[src/rtl/ram_bank.sv]
// ram_bank: DEPTH x WIDTH RAM bank with load-gated writes and a registered read port.
// A synchronous reset starts a one-word-per-cycle clear sweep; busy is high while it runs
// and all accesses are ignored during that time.
// Optional feature macro: RAM_BANK_WRITE_FIRST_EN selects write-first behaviour on a
// same-edge write/read collision; the default is read-first.
module ram_bank #(
   parameter int unsigned WIDTH = 16,
   parameter int unsigned DEPTH = 8,
   localparam int unsigned ADDR_W = $clog2(DEPTH)
) (
   input  logic              clock,
   input  logic              reset,
   input  logic [WIDTH-1:0]  in,
   input  logic              load,
   input  logic [ADDR_W-1:0] address,
   output logic [WIDTH-1:0]  out,
   output logic              busy
);

   typedef enum logic [0:0] {StClear, StIdle} state_e;

   localparam logic [ADDR_W-1:0] LastPtr = ADDR_W'(DEPTH - 1);

   state_e              state_q, state_d;
   logic [ADDR_W-1:0]   ptr_q, ptr_d;
   logic [WIDTH-1:0]    out_q, out_d;
   logic [WIDTH-1:0]    mem [DEPTH];

   logic                wr_en;
   logic [ADDR_W-1:0]   wr_addr;
   logic [WIDTH-1:0]    wr_data;
   logic                in_range;

   // Only matters for non-power-of-2 depths; otherwise every address is valid.
   assign in_range = (32'(address) < DEPTH);

   // Next-state, single write port selection and read data selection.
   always_comb begin
      state_d = state_q;
      ptr_d   = ptr_q;
      wr_en   = 1'b0;
      wr_addr = address;
      wr_data = in;
      out_d   = '0;
      unique case (state_q)
         StClear: begin
            wr_en   = 1'b1;
            wr_addr = ptr_q;
            wr_data = '0;
            if (ptr_q == LastPtr) begin
               state_d = StIdle;
               ptr_d   = '0;
            end else begin
               ptr_d = ptr_q + ADDR_W'(1);
            end
         end
         StIdle: begin
            wr_en = load && in_range;
            if (in_range) begin
`ifdef RAM_BANK_WRITE_FIRST_EN
               out_d = load ? in : mem[address];
`else
               out_d = mem[address];
`endif
            end
         end
         default: begin
            state_d = StClear;
            ptr_d   = '0;
         end
      endcase
      // A reset edge never writes memory; the sweep starts on the following edge.
      if (reset) begin
         wr_en = 1'b0;
      end
   end

   // State, sweep pointer and read register with synchronous reset.
   always_ff @(posedge clock) begin
      if (reset) begin
         state_q <= StClear;
         ptr_q   <= '0;
         out_q   <= '0;
      end else begin
         state_q <= state_d;
         ptr_q   <= ptr_d;
         out_q   <= out_d;
      end
   end

   // Memory array with one write port and no reset, so it maps onto block RAM.
   always_ff @(posedge clock) begin
      if (wr_en) begin
         mem[wr_addr] <= wr_data;
      end
   end

   assign out  = out_q;
   assign busy = (state_q == StClear);

endmodule
[config.mk]
export PLATFORM = sky130hd
export DESIGN_NAME = ram_bank
export DESIGN_NICKNAME = d
export VERILOG_FILES = /design/src/rtl/ram_bank.sv
export SDC_FILE = /design/constraint.sdc
export NUM_CORES = 1
export LEC_CHECK = 0
export CAP_MARGIN = 20
export CORE_MARGIN = 4
export CORE_UTILIZATION = 35
export DETAILED_ROUTE_END_ITERATION = 6
export GPL_ROUTABILITY_DRIVEN = 0
export SLEW_MARGIN = 20
export SYNTH_ARGS = -nofsm -noshare
export SYNTH_HDL_FRONTEND = slang
export SYNTH_SLANG_ARGS = --single-unit
[constraint.sdc]
create_clock -name clock -period 3.15 [get_ports clock]
set_clock_uncertainty 0.15 [all_clocks]
set_input_delay 0.7875 -clock clock [delete_from_list [all_inputs] [get_ports clock]]
set_output_delay 0.7875 -clock clock [all_outputs]
set_load 0.01 [all_outputs]
Word level (Yosys, flattened, before mapping):

Memory sizes are Yosys's and may differ from the RTL's. A register that Yosys moved wholly into a read port is not among the register bits.
Index checks and enable logic that the tools add are counted.
W data, S select, Z words.

* add/sub/neg operators: 1
* multipliers: 0
* div/mod/pow operators: 0
* $lt $le $gt $ge: 0
* equality and inequality tests: 1
* shift-type cells: 0
* multiplexer cells: 9
* bitwise logic cells: 1
* reductions and logical operators: 1

Operator list (number)
* $mux W16: 1
* $mux W3: 2
* $mux W1: 5
* $add A3 B1 Y3 const B: 1
* $eq A3 B3 Y1 const B: 1
* $pmux W1 S2: 1
* $reduce_or A2 Y1: 1
* $not A1 Y1: 1

* register bits after elaboration: 4
* bits in latches: 0
* RAM bits: 128
* memory bits (read-only): 0
* input port bits: 22
* output and inout bits: 17
* logic and storage cells: 16
* memories kept: 1

Memory list
* mem: depth 8, width 16, rd ports 1, clocked after memory_dff 1, write ports 1, line 27 `logic [WIDTH-1:0] mem [DEPTH];`

Logic depth before layout (Yosys ltp):

* word-level depth: 5
* mapped depth: 6
* gate-level depth less buffers: 5

Worst setup path before layout:

No wires, ideal clock.

* kind: input port to flip-flop
* start: input address[1]
* end: memory mem[2][0], enable pin
* arrival: 2331 ps
* data required time: 2612 ps
* slack: 281 ps
* cell stages on the path: 6
* cells stage by stage: buf_2 > buf_2 > buf_2 > nand2_1 > a2bb2oi_1 > nor2_1

* cells in the longest elaborated chain, start to end: 1

RTL lines
* from (decl): line 15 `input logic [ADDR_W-1:0] address,`
* $mux W3: line 45 `unique case (state_q)`
* to (decl): line 27

No other way between the ends.

Worst setup path after layout:

* start: register state_q
* end: output busy

* cells in the longest elaborated chain, start to end: 1

RTL lines
* from (decl): line 24 `state_e state_q, state_d;`
* from (signal assigned): line 81 `state_q <= StClear;`
* from (signal assigned): line 85 `state_q <= state_d;`
* $not A1 Y1 (no line)
* to (decl): line 17 `output logic busy`

No other way between the ends.

==> metrics.yaml <==
grt_overflow: 0
grt_max_degree: 35
first_pass_iters: 4
dp_hpwl_mm: 6.79
cts_sinks: 148
cts_buffers: 17
worst_skew_pair.late_latency_ns: 0.41
min_period_over_period_pct: 73.8
final.setup.tns_ns: 0
required_ns: 2.21
maxCapViolCount: 0
via_per_inst: 4.68
drc: 0
p_leak_nw: 2.59
drive_above_1_share_pct: 12.5
cts_hold_buffers: 0
syn_avg_cell_area_um2: 16.8
diodes: 0
synth_seq_cells: 148
hold_viol_final: 0
p_per_area_mw_per_mm2: 605
maxSlewHeadroom_pct: 62.6
maxUsedRoutingLayer: "met4"
grt_usage_pct: 12.5
setup_ws_ns: 0.825
multi_input_area_mm2: 0.00129
path_clk_slew_ns: 0.06
die_y_um: 135
cts_tree: "built"
netlist_instances: 337
grt_pass1_vias: 3047
critPathLaunchType: "register"
rsz0062_at_grt: "false"
rr_startpoint: "state_q"
cts_htree_levels: 4
layout_common_cells: "edfxtp_1, mux2i_1, clkdlybuf4s50_1"
syn_area_mm2: 0.00566
path_class: "register to output port"
hp-start: "ptr_q[2]"
hp-class: "register to register"
portBuffers: 38
ios: 39
ant_nets: 0
rows: 46
met3_length_um: 651
yosys_warnings: 0
ys_seq_area_share_pct: 75.0
worstMarginPinSlew_ns: 0.562
min_period_ns: 2.32
syn-num-nets: 361
critPathMaxFanout: 3
syn_to_final_growth_pct: 22.4
initial_core_util_pct: 35.6
final_common_cell: "edfxtp_1"
met1_length_mm: 4.69
vias: 2917
root_buffer: "clkbuf_16"
drt_iter0_drc: 183
ctsResizeCount: 0
max_freq_mhz: 430
cts_setup_buffers: 0
detailedPlace.worstSlack_ns: 0.488
outcome: "complete, no violations"
nNetsFinal: 419
slew_violations: 0
die_w_um: 135
ys_types: 29
seqCellArea_mm2: 0.00424
cts_max_path_buffers: 2
power_mw: 4.20
core_mm2: 0.0159
grt_pass1_wl_mm: 16.5
cp.arrival_ns: 1.39
wl_met2_mm: 5.24
wl_mm: 10.8
fill_cells: 1426
wl_per_cell_um: 17.3
worstSetupEndpointType: "output port"
final-setup-viol-count: 0
setup.worst_path.start: "state_q"
antenna_found_initial: 0
peakVddDrop_mv: 0.359
die_area_mm2: 0.0183
-- layout make-up --
| type | count | share of cell area, % |
|---|---|---|
| Tap cell | 216 | 3.90 |
| Timing Repair Buffer | 60 | 8.20 |
| Clock inverter | 6 | 0.776 |
| Clock buffer | 25 | 7.15 |
| Sequential cell | 148 | 61.2 |
| Inverter | 3 | 0.163 |
| Multi-Input combinational cell | 165 | 18.6 |
-- final timing paths --
| check | to | slack (ns) | depth (start not counted) |
|---|---|---|---|
| min | ptr_q[2] | 0.44 | 2 |
| min reg2reg | ptr_q[2] | 0.44 | 2 |
| max | busy | 0.83 | 2 |
| max reg2reg | mem[0][14] | 1.11 | 5 |
-- critical path, cell delays in order (launching register included) --
cell,delay (ns)
dfxtp_1,0.43
inv_1,0.06
clkdlybuf4s50_1,0.48
-- sequential cells by signal (all words and copies together), names as in the netlist --
name     cells
mem        128
out         16
ptr_q        3
state_q      1
-- where the power goes --
part	switching, mW	internal [mW]	total [mW]	leakage [nW]
sequential	0.0145	2.16	2.17	1.41
combinational	0.0930	0.0781	0.171	0.908
clock	0.693	1.16	1.85	0.274
-- cells in the mapped netlist (all sizes together) --
library cell | number | area share, %
edfxtp | 128 | 68
mux2i | 66 | 12
o22ai | 32 | 3.5
dfxtp | 20 | 7.1
and2 | 16 | 1.8
buf | 16 | 1.8
nor2 | 16 | 1.1
or2 | 16 | 1.8
clkbuf | 5 | 0.33
inv | 3 | 0.20
a32oi | 2 | 0.31
ha | 2 | 0.44
nand4bb | 2 | 0.40
a21o | 1 | 0.13
a21oi | 1 | 0.088
a22oi | 1 | 0.13
a2bb2oi | 1 | 0.15
and3b | 1 | 0.15
nand2 | 1 | 0.066
nand2b | 1 | 0.11
nand3 | 1 | 0.088
nand4b | 1 | 0.27
nor2b | 1 | 0.11
nor3 | 1 | 0.088
o21bai | 1 | 0.13
or4b | 1 | 0.24
-- per-layer routing --
layer  up-vias  track usage, %
li1       1411               -
met1      1421            16.3
met2        75            18.8
met3        10            4.16
met4         0            6.16
met5         -               0
-- cells by family (layout without fill, tap and decap cells) --
group           Yosys count  after routing  synth area share, %
flops                   148            148                 75.0
compound gates           39             39                 4.49
mux                      66             66                 11.7
simple gates             58             58                 6.12
fa+ha+maj                 2              2                0.442
buf+inv                  24             94                 2.32
-- through the flow --
stage	instance area (um^2)	instances	hold WS (ns)	utilization (%)
2_1_floorplan	5660	337	0.359	-
3_3_place_gp	6380	592	0.402	40.2
3_5_place_dp	6380	592	0.427	40.2
4_1_cts	6930	623	0.437	43.6
5_1_grt	6930	623	0.460	43.6
6_report	6930	623	0.439	43.6
Power figures use the tool's default switching activity.
